`src/rtl/fetch_pkg.sv`:
```
// rtl/fetch_pkg.sv - shared types and constants for the instruction fetch stage
package fetch_pkg;

    localparam int              FETCH_XLEN        = 32;
    localparam logic [31:0]     HALT_WORD_DEFAULT = 32'hFFFF_FFFF;
    localparam logic [31:0]     PC_STEP           = 32'd4;

    typedef enum logic [1:0] {
        ST_IDLE,
        ST_FETCH,
        ST_HALT
    } fetch_state_t;

    typedef struct packed {
        logic [FETCH_XLEN-1:0] pc;
        logic [FETCH_XLEN-1:0] instr;
    } fetch_entry_t;

endpackage

```
`src/rtl/fetch_unit_if.sv`:
```
// rtl/fetch_unit_if.sv - control, memory and consumer signals of the fetch stage
interface fetch_unit_if #(
    parameter int XLEN = 32
);
    logic            go;
    logic            redirect_valid;
    logic [XLEN-1:0] redirect_pc;
    logic            imem_req;
    logic [XLEN-1:0] imem_addr;
    logic            imem_ack;
    logic [XLEN-1:0] imem_rdata;
    logic            ir_valid;
    logic            ir_ready;
    logic [XLEN-1:0] ir_out;
    logic [XLEN-1:0] ir_pc;
    logic            halted;

    modport master (
        input  go, redirect_valid, redirect_pc, imem_ack, imem_rdata, ir_ready,
        output imem_req, imem_addr, ir_valid, ir_out, ir_pc, halted
    );

    modport slave (
        output go, redirect_valid, redirect_pc, imem_ack, imem_rdata, ir_ready,
        input  imem_req, imem_addr, ir_valid, ir_out, ir_pc, halted
    );

endinterface

```
`src/rtl/fetch_fifo.sv`:
```
// rtl/fetch_fifo.sv - small prefetch FIFO with flush, occupancy count and head view
module fetch_fifo #(
    parameter type T     = logic [63:0],
    parameter int  DEPTH = 2
) (
    input  logic                   clk,
    input  logic                   rst_n,
    input  logic                   i_push,
    input  T                       i_push_data,
    input  logic                   i_pop,
    input  logic                   i_flush,
    output logic [$clog2(DEPTH):0] o_count,
    output T                       o_head
);

    localparam int AW = $clog2(DEPTH);

    T                r_mem [DEPTH];
    logic [AW-1:0]   r_rd_ptr;
    logic [AW-1:0]   r_wr_ptr;
    logic [AW:0]     r_count;

    // DEPTH is a power of two, so the pointers wrap on their own.
    always_ff @(posedge clk or negedge rst_n) begin
        if (!rst_n) begin
            for (int i = 0; i < DEPTH; i++) begin
                r_mem[i] <= '0;
            end
            r_rd_ptr <= '0;
            r_wr_ptr <= '0;
            r_count  <= '0;
        end else if (i_flush) begin
            r_rd_ptr <= '0;
            r_wr_ptr <= '0;
            r_count  <= '0;
        end else begin
            if (i_push) begin
                r_mem[r_wr_ptr] <= i_push_data;
                r_wr_ptr        <= r_wr_ptr + 1'b1;
            end
            if (i_pop) begin
                r_rd_ptr <= r_rd_ptr + 1'b1;
            end
            r_count <= r_count + {{AW{1'b0}}, i_push} - {{AW{1'b0}}, i_pop};
        end
    end

    assign o_count = r_count;
    assign o_head  = r_mem[r_rd_ptr];

endmodule

```
`src/rtl/fetch_unit.sv`:
```
// rtl/fetch_unit.sv - fetch PC owner, single-outstanding imem requester and IR prefetch buffer
module fetch_unit
    import fetch_pkg::*;
#(
    parameter int              XLEN       = FETCH_XLEN,
    parameter logic [XLEN-1:0] RESET_PC   = '0,
    parameter int              FIFO_DEPTH = 2,
    parameter logic [XLEN-1:0] HALT_WORD  = HALT_WORD_DEFAULT
) (
    input  logic          clk,
    input  logic          reset,
    fetch_unit_if.master  bus
);

    localparam int CW = $clog2(FIFO_DEPTH) + 1;

    fetch_state_t    r_state;
    fetch_state_t    w_state_nxt;
    logic [XLEN-1:0] r_fetch_pc;
    logic [XLEN-1:0] w_pc_nxt;
    logic [XLEN-1:0] r_addr;
    logic [XLEN-1:0] w_addr_nxt;
    logic            r_req;
    logic            w_req_nxt;
    logic            r_drop;
    logic            w_drop_nxt;
    logic            r_halted;
    logic            w_halted_nxt;
    logic            w_ack;
    logic            w_push;
    logic            w_pop;
    logic            w_valid;
    logic [CW-1:0]   w_count;
    int              w_count_nxt;
    fetch_entry_t    w_head;
    fetch_entry_t    w_push_entry;

    // Only one request is ever in flight, so r_req doubles as the outstanding count.
    assign w_ack        = bus.imem_ack & r_req;
    assign w_push       = w_ack & ~r_drop & ~bus.redirect_valid;
    assign w_valid      = (w_count != '0);
    assign w_pop        = w_valid & bus.ir_ready & ~bus.redirect_valid;
    assign w_push_entry = '{pc: r_fetch_pc, instr: bus.imem_rdata};

    fetch_fifo #(
        .T     (fetch_entry_t),
        .DEPTH (FIFO_DEPTH)
    ) u_fifo (
        .clk         (clk),
        .rst_n       (reset),
        .i_push      (w_push),
        .i_push_data (w_push_entry),
        .i_pop       (w_pop),
        .i_flush     (bus.redirect_valid),
        .o_count     (w_count),
        .o_head      (w_head)
    );

    always_comb begin
        w_state_nxt  = r_state;
        w_pc_nxt     = r_fetch_pc;
        w_addr_nxt   = r_addr;
        w_req_nxt    = r_req & ~w_ack;
        w_drop_nxt   = r_drop & ~w_ack;
        w_halted_nxt = r_halted;
        w_count_nxt  = int'(w_count) + int'(w_push) - int'(w_pop);

        if (w_push) begin
            w_pc_nxt = r_fetch_pc + PC_STEP;
        end
        if (w_pop && (w_head.instr == HALT_WORD)) begin
            w_halted_nxt = 1'b1;
        end

        unique case (r_state)
            ST_IDLE:  if (bus.go) w_state_nxt = ST_FETCH;
            ST_FETCH: if (w_push && (bus.imem_rdata == HALT_WORD)) w_state_nxt = ST_HALT;
            default:  ;
        endcase

        // A request still in flight at redirect finishes on the bus; its data is dropped.
        if (bus.redirect_valid) begin
            w_pc_nxt     = {bus.redirect_pc[XLEN-1:2], 2'b00};
            w_count_nxt  = 0;
            w_halted_nxt = 1'b0;
            w_drop_nxt   = r_req & ~w_ack;
            if (r_state != ST_IDLE) begin
                w_state_nxt = ST_FETCH;
            end
        end

        if ((w_state_nxt == ST_FETCH) && !w_req_nxt && (w_count_nxt < FIFO_DEPTH)) begin
            w_req_nxt  = 1'b1;
            w_addr_nxt = w_pc_nxt;
        end
    end

    always_ff @(posedge clk or negedge reset) begin
        if (!reset) begin
            r_state    <= ST_IDLE;
            r_fetch_pc <= RESET_PC;
            r_addr     <= RESET_PC;
            r_req      <= 1'b0;
            r_drop     <= 1'b0;
            r_halted   <= 1'b0;
        end else begin
            r_state    <= w_state_nxt;
            r_fetch_pc <= w_pc_nxt;
            r_addr     <= w_addr_nxt;
            r_req      <= w_req_nxt;
            r_drop     <= w_drop_nxt;
            r_halted   <= w_halted_nxt;
        end
    end

    assign bus.imem_req  = r_req;
    assign bus.imem_addr = r_addr;
    assign bus.ir_valid  = w_valid;
    assign bus.ir_out    = w_head.instr;
    assign bus.ir_pc     = w_head.pc;
    assign bus.halted    = r_halted;

endmodule

```
`src/flat_wrapper.sv`:
```
// flat-port wrapper written by rule: the top's interface ports become plain ports
module fetch_unit_flat import fetch_pkg::*;
#(
    parameter int              XLEN       = FETCH_XLEN,
    parameter logic [XLEN-1:0] RESET_PC   = '0,
    parameter int              FIFO_DEPTH = 2,
    parameter logic [XLEN-1:0] HALT_WORD  = HALT_WORD_DEFAULT
)
  (clk, reset, bus_go, bus_redirect_valid, bus_redirect_pc, bus_imem_ack, bus_imem_rdata, bus_ir_ready, bus_imem_req, bus_imem_addr, bus_ir_valid, bus_ir_out, bus_ir_pc, bus_halted);
  fetch_unit_if #(.XLEN(XLEN)) bus_i ();
  input  logic clk;
  input  logic reset;
  input wire logic [$bits(bus_i.go)-1:0] bus_go;
  input wire logic [$bits(bus_i.redirect_valid)-1:0] bus_redirect_valid;
  input wire logic [$bits(bus_i.redirect_pc)-1:0] bus_redirect_pc;
  input wire logic [$bits(bus_i.imem_ack)-1:0] bus_imem_ack;
  input wire logic [$bits(bus_i.imem_rdata)-1:0] bus_imem_rdata;
  input wire logic [$bits(bus_i.ir_ready)-1:0] bus_ir_ready;
  output wire logic [$bits(bus_i.imem_req)-1:0] bus_imem_req;
  output wire logic [$bits(bus_i.imem_addr)-1:0] bus_imem_addr;
  output wire logic [$bits(bus_i.ir_valid)-1:0] bus_ir_valid;
  output wire logic [$bits(bus_i.ir_out)-1:0] bus_ir_out;
  output wire logic [$bits(bus_i.ir_pc)-1:0] bus_ir_pc;
  output wire logic [$bits(bus_i.halted)-1:0] bus_halted;
  assign bus_i.go = bus_go;
  assign bus_i.redirect_valid = bus_redirect_valid;
  assign bus_i.redirect_pc = bus_redirect_pc;
  assign bus_i.imem_ack = bus_imem_ack;
  assign bus_i.imem_rdata = bus_imem_rdata;
  assign bus_i.ir_ready = bus_ir_ready;
  assign bus_imem_req = bus_i.imem_req;
  assign bus_imem_addr = bus_i.imem_addr;
  assign bus_ir_valid = bus_i.ir_valid;
  assign bus_ir_out = bus_i.ir_out;
  assign bus_ir_pc = bus_i.ir_pc;
  assign bus_halted = bus_i.halted;
  fetch_unit #(.XLEN(XLEN), .RESET_PC(RESET_PC), .FIFO_DEPTH(FIFO_DEPTH), .HALT_WORD(HALT_WORD)) u_core (.clk(clk), .reset(reset), .bus(bus_i));
endmodule
```
`config.mk`:
```
export PLATFORM = sky130hd
export DESIGN_NAME = fetch_unit_flat
export DESIGN_NICKNAME = d
export VERILOG_FILES = /design/src/rtl/fetch_pkg.sv /design/src/rtl/fetch_unit_if.sv /design/src/rtl/fetch_fifo.sv /design/src/rtl/fetch_unit.sv /design/src/flat_wrapper.sv
export SDC_FILE = /design/constraint.sdc
export NUM_CORES = 1
export LEC_CHECK = 0
export ABC_CLOCK_PERIOD_IN_PS = 10220
export CAP_MARGIN = 40
export CORE_UTILIZATION = 35
export CTS_BUF_LIST = sky130_fd_sc_hd__clkbuf_4 sky130_fd_sc_hd__clkbuf_8
export DETAILED_ROUTE_END_ITERATION = 10
export GPL_ROUTABILITY_DRIVEN = 0
export GPL_TIMING_DRIVEN = 0
export PLACE_DENSITY_LB_ADDON = 0.1
export SYNTH_ARGS = -nofsm -noshare
export SYNTH_HDL_FRONTEND = slang
export SYNTH_SLANG_ARGS = --single-unit
```
`constraint.sdc`:
```
create_clock -name clk -period 10.22 [get_ports clk]
set_clock_uncertainty 0.2 [all_clocks]
set_input_delay 3.066 -clock clk [delete_from_list [all_inputs] [get_ports clk]]
set_output_delay 3.066 -clock clk [all_outputs]
set_load 0.01 [all_outputs]
```
==> reports/results.txt <==
metal3 WL: 1360 microns
TNS Setup: 0 ns
warnings from Yosys: 0
power density normalized to cell area: 265 nW/um^2
placeable core region: 25500 sq um
startpoint of the most critical register-to-register path: u_core.r_drop$_DFF_PN0_
start-to-end type of the worst setup path: reg -> out
timing-limited maximum frequency: 145 MHz
max-capacitance violation count: 0
overall die width: 164 microns
data required time at the worst endpoint: 6.95 ns
met2 routed wirelength: 11700 microns
minimum clock period: 6.92 ns
relative slew slack: 0.429
Netlist Area Pre-Place: 9170 sq um
count of vias placed by the detailed router: 6523
static leakage power: 0.00498 uW
count of standard-cell rows: 58
Routed met1 length: 11500 microns
drt drc: 0
remaining number of nets flagged by the antenna check after routing: 0
buffers inserted during post-CTS setup optimization: 0
pins over their slew limit: 0
result of the run: finished clean
largest net degree at the start of global routing: 126
post-synthesis net count: 792
WHS: 0.288 ns
count of state elements after synthesis: 201
final net count: 997
H-tree depth: 2
clk slew on worst S/H paths: 0.06 ns
Total Power Consumption: 3190 uW
number of cells produced by synthesis: 713
min-delay src: u_core.u_fifo.r_mem[54]$_DFFE_PN0P_
clock sink total: 201
EDFF count, synth: 0
most frequent cell after synthesis: sky130_fd_sc_hd__mux2_2
top fanout value on the critical path: 10
HPWL reported at the end of detailed placement: 17900 microns
peak supply drop: 106 uV
num ports: 169
Critical Path Start Type: flip-flop
Die Outline Area: 26900 sq um
PortBufs: 165
root buf cell: sky130_fd_sc_hd__clkbuf_8
setup repair after global routing missed its margin: no
register-to-register setup slack: 6.44 ns
final critical-path share of the clock period: 0.677
antenna violations before repair: 1
detail-routed net length per standard cell: 19.9 microns
count of final setup violators: 0
Hold EP: u_core.u_fifo.r_mem[54]$_DFFE_PN0P_
sequential share of the synthesized area: 0.549
top layer reached by signal wires: met4
Crit. End Element: output port
crit path DAT: 3.65 ns
top post-synthesis cells by area: sky130_fd_sc_hd__dfrtp_1 (55%), sky130_fd_sc_hd__mux2_2 (27%), sky130_fd_sc_hd__nand4_1 (1.7%)
Num CTS Buffers: 36
Post-synth top flop: sky130_fd_sc_hd__dfrtp_1
DIE HEIGHT: 164 microns
grt total ovfl: 0
count of endpoints failing hold in the final timing report: 0
latest clock arrival within the worst-skew pair: 0.52 ns
timing startpoint of the critical path: u_core.u_fifo.r_rd_ptr$_DFFE_PN0P_
area grow syn2layout: 31.3%
Worst Tran Pin Value: 0.857 ns
GRT Overall Usage: 0.195
share of Yosys cell area claimed by the top area cell type: 0.549
post-cts sizing count: 0
mean cell area of the mapped netlist: 12.9 sq um
Hold Path Depth: 2
count of cell types in the netlist: 39
endpoint of the lowest-slack register-to-register path: u_core.bus.imem_addr[24]$_DFFE_PN0P_
violation count after the first detailed-routing iteration: 288
total iterations of the first detailed-routing run: 4
most area-hungry cell type in the Yosys netlist: sky130_fd_sc_hd__dfrtp_1
first-pass GRT wire length: 39800 microns
Filler Cells Inserted: 2324
via count of the first global-routing pass: 7173
via density per instance: 5.13
worst r2r path cells: 15
Hold Path Class: reg -> reg
CTS Buffer Depth: 3
share of layout cells above drive strength 1: 0.312
total length of routed wires: 25300 microns
FFs w/ async S/R, synth: 1.00
top cells by instance count after synthesis: sky130_fd_sc_hd__mux2_2 (217), sky130_fd_sc_hd__dfrtp_1 (201), sky130_fd_sc_hd__clkbuf_1 (33), sky130_fd_sc_hd__nor2_1 (30), sky130_fd_sc_hd__o21ai_0 (27)
total of hold buffers inserted after clock tree synthesis: 0
initial standard-cell utilization of the core: 0.360
clock tree from TritonCTS: yes
critical path: stages (launching register included):
cell and delay [ns]:
sky130_fd_sc_hd__dfrtp_1 0.33, sky130_fd_sc_hd__clkbuf_1 0.51, sky130_fd_sc_hd__buf_1 0.71, sky130_fd_sc_hd__clkbuf_1 0.66
sky130_fd_sc_hd__mux2_2 0.44, sky130_fd_sc_hd__clkdlybuf4s50_1 0.48
cell families after synthesis:
| kind of cell | count (synthesis) | synth area share |
|---|---|---|
| multiplexers | 219 | 0.269 |
| buffers and inverters | 59 | 0.0258 |
| AND/OR/NAND/NOR | 144 | 0.0847 |
| flip-flops | 201 | 0.549 |
| XOR/XNOR | 14 | 0.0134 |
| AO/OA/AOI/OAI | 67 | 0.0465 |
| adder cells (fa/ha/maj) | 9 | 0.0123 |
worst max-delay path by stage:
stage	to	slack, ns	depth (start not counted)
floorplan	u_core.bus.imem_addr[10]$_DFFE_PN0P_	4.20	16
global placement	u_core.u_fifo.r_mem[49]$_DFFE_PN0P_	-2.32	1
detailed placement	u_core.bus.imem_addr[17]$_DFFE_PN0P_	3.25	16
CTS	bus_ir_pc[25]	3.21	5
global route	bus_ir_pc[10]	3.12	5
finish	bus_ir_pc[25]	3.30	5
sequential cells by signal (all words and copies together) (netlist names):
name,count
u_core.bus.halted,1
u_core.r_fetch_pc,32
u_core.u_fifo.o_count,2
u_core.bus.imem_req,1
u_core.bus.imem_addr,32
u_core.u_fifo.r_wr_ptr,1
u_core.u_fifo.r_mem,128
u_core.r_state,2
u_core.u_fifo.r_rd_ptr,1
u_core.r_drop,1
per-layer routing:
| metal | up-vias | global-route usage |
|---|---|---|
| met2 | 178 | 0.310 |
| met5 | - | 0 |
| met1 | 3289 | 0.264 |
| met4 | 0 | 0.0644 |
| li1 | 3006 | - |
| met3 | 50 | 0.0402 |
power breakdown:
| part | leakage (uW) | total, uW | switching, uW | internal [uW] |
|---|---|---|---|---|
| clock | 0.000405 | 797 | 329 | 468 |
| combinational | 0.00214 | 1160 | 458 | 701 |
| sequential | 0.00243 | 1240 | 153 | 1090 |
final cells by class:
cell class / instances / area (sq um) / area share
diodes: 1 / 2.50 / 0.000208
plain buffers: 41 / 169 / 0.0140
clock buffers: 56 / 714 / 0.0593
clock inverters: 5 / 52.6 / 0.00436
inverters: 18 / 67.6 / 0.00561
multi-input cells: 453 / 3900 / 0.324
flip-flops and latches: 201 / 5030 / 0.418
well taps: 330 / 413 / 0.0343
repair buffers: 167 / 1690 / 0.140
placed cells by master (no fill, tap or decap), types with 2 or more instances in the layout:
cell / netlist / final
sky130_fd_sc_hd__o31a_1: 3 / 3
sky130_fd_sc_hd__and4_1: 6 / 6
sky130_fd_sc_hd__o21ai_0: 27 / 27
sky130_fd_sc_hd__nand2_1: 25 / 25
sky130_fd_sc_hd__ha_1: 9 / 9
sky130_fd_sc_hd__xnor2_1: 8 / 8
sky130_fd_sc_hd__clkbuf_8: 0 / 47
sky130_fd_sc_hd__nor2b_1: 5 / 5
sky130_fd_sc_hd__clkbuf_1: 33 / 33
sky130_fd_sc_hd__nand3_1: 13 / 13
sky130_fd_sc_hd__a31o_2: 4 / 4
sky130_fd_sc_hd__inv_1: 18 / 18
sky130_fd_sc_hd__nand4_1: 25 / 25
sky130_fd_sc_hd__clkbuf_4: 0 / 9
sky130_fd_sc_hd__a31oi_1: 16 / 16
sky130_fd_sc_hd__a21oi_1: 2 / 2
sky130_fd_sc_hd__clkinv_2: 0 / 3
sky130_fd_sc_hd__or3_1: 11 / 11
sky130_fd_sc_hd__o31ai_1: 9 / 9
sky130_fd_sc_hd__or4_1: 6 / 6
sky130_fd_sc_hd__mux2_2: 217 / 217
sky130_fd_sc_hd__nand4bb_1: 2 / 2
sky130_fd_sc_hd__nor3_1: 9 / 9
sky130_fd_sc_hd__clkdlybuf4s50_1: 0 / 164
sky130_fd_sc_hd__dfrtp_1: 201 / 201
sky130_fd_sc_hd__nor4_1: 8 / 8
sky130_fd_sc_hd__buf_2: 6 / 6
sky130_fd_sc_hd__nor2_1: 30 / 30
sky130_fd_sc_hd__xor2_1: 6 / 6
metrics by stage:
step / util / std cells / area, sq um / setup slack (ns)
after CTS: 0.473 / 1271 / 12000 / 3.21
after detailed placement: 0.443 / 1210 / 11300 / 3.25
after global routing: 0.473 / 1271 / 12000 / 3.12
after floorplan: - / 713 / 9170 / 4.20
final: 0.473 / 1272 / 12000 / 3.30
after global placement: 0.441 / 1208 / 11200 / -2.32
No activity file was read; power rests on OpenSTA's default activity.
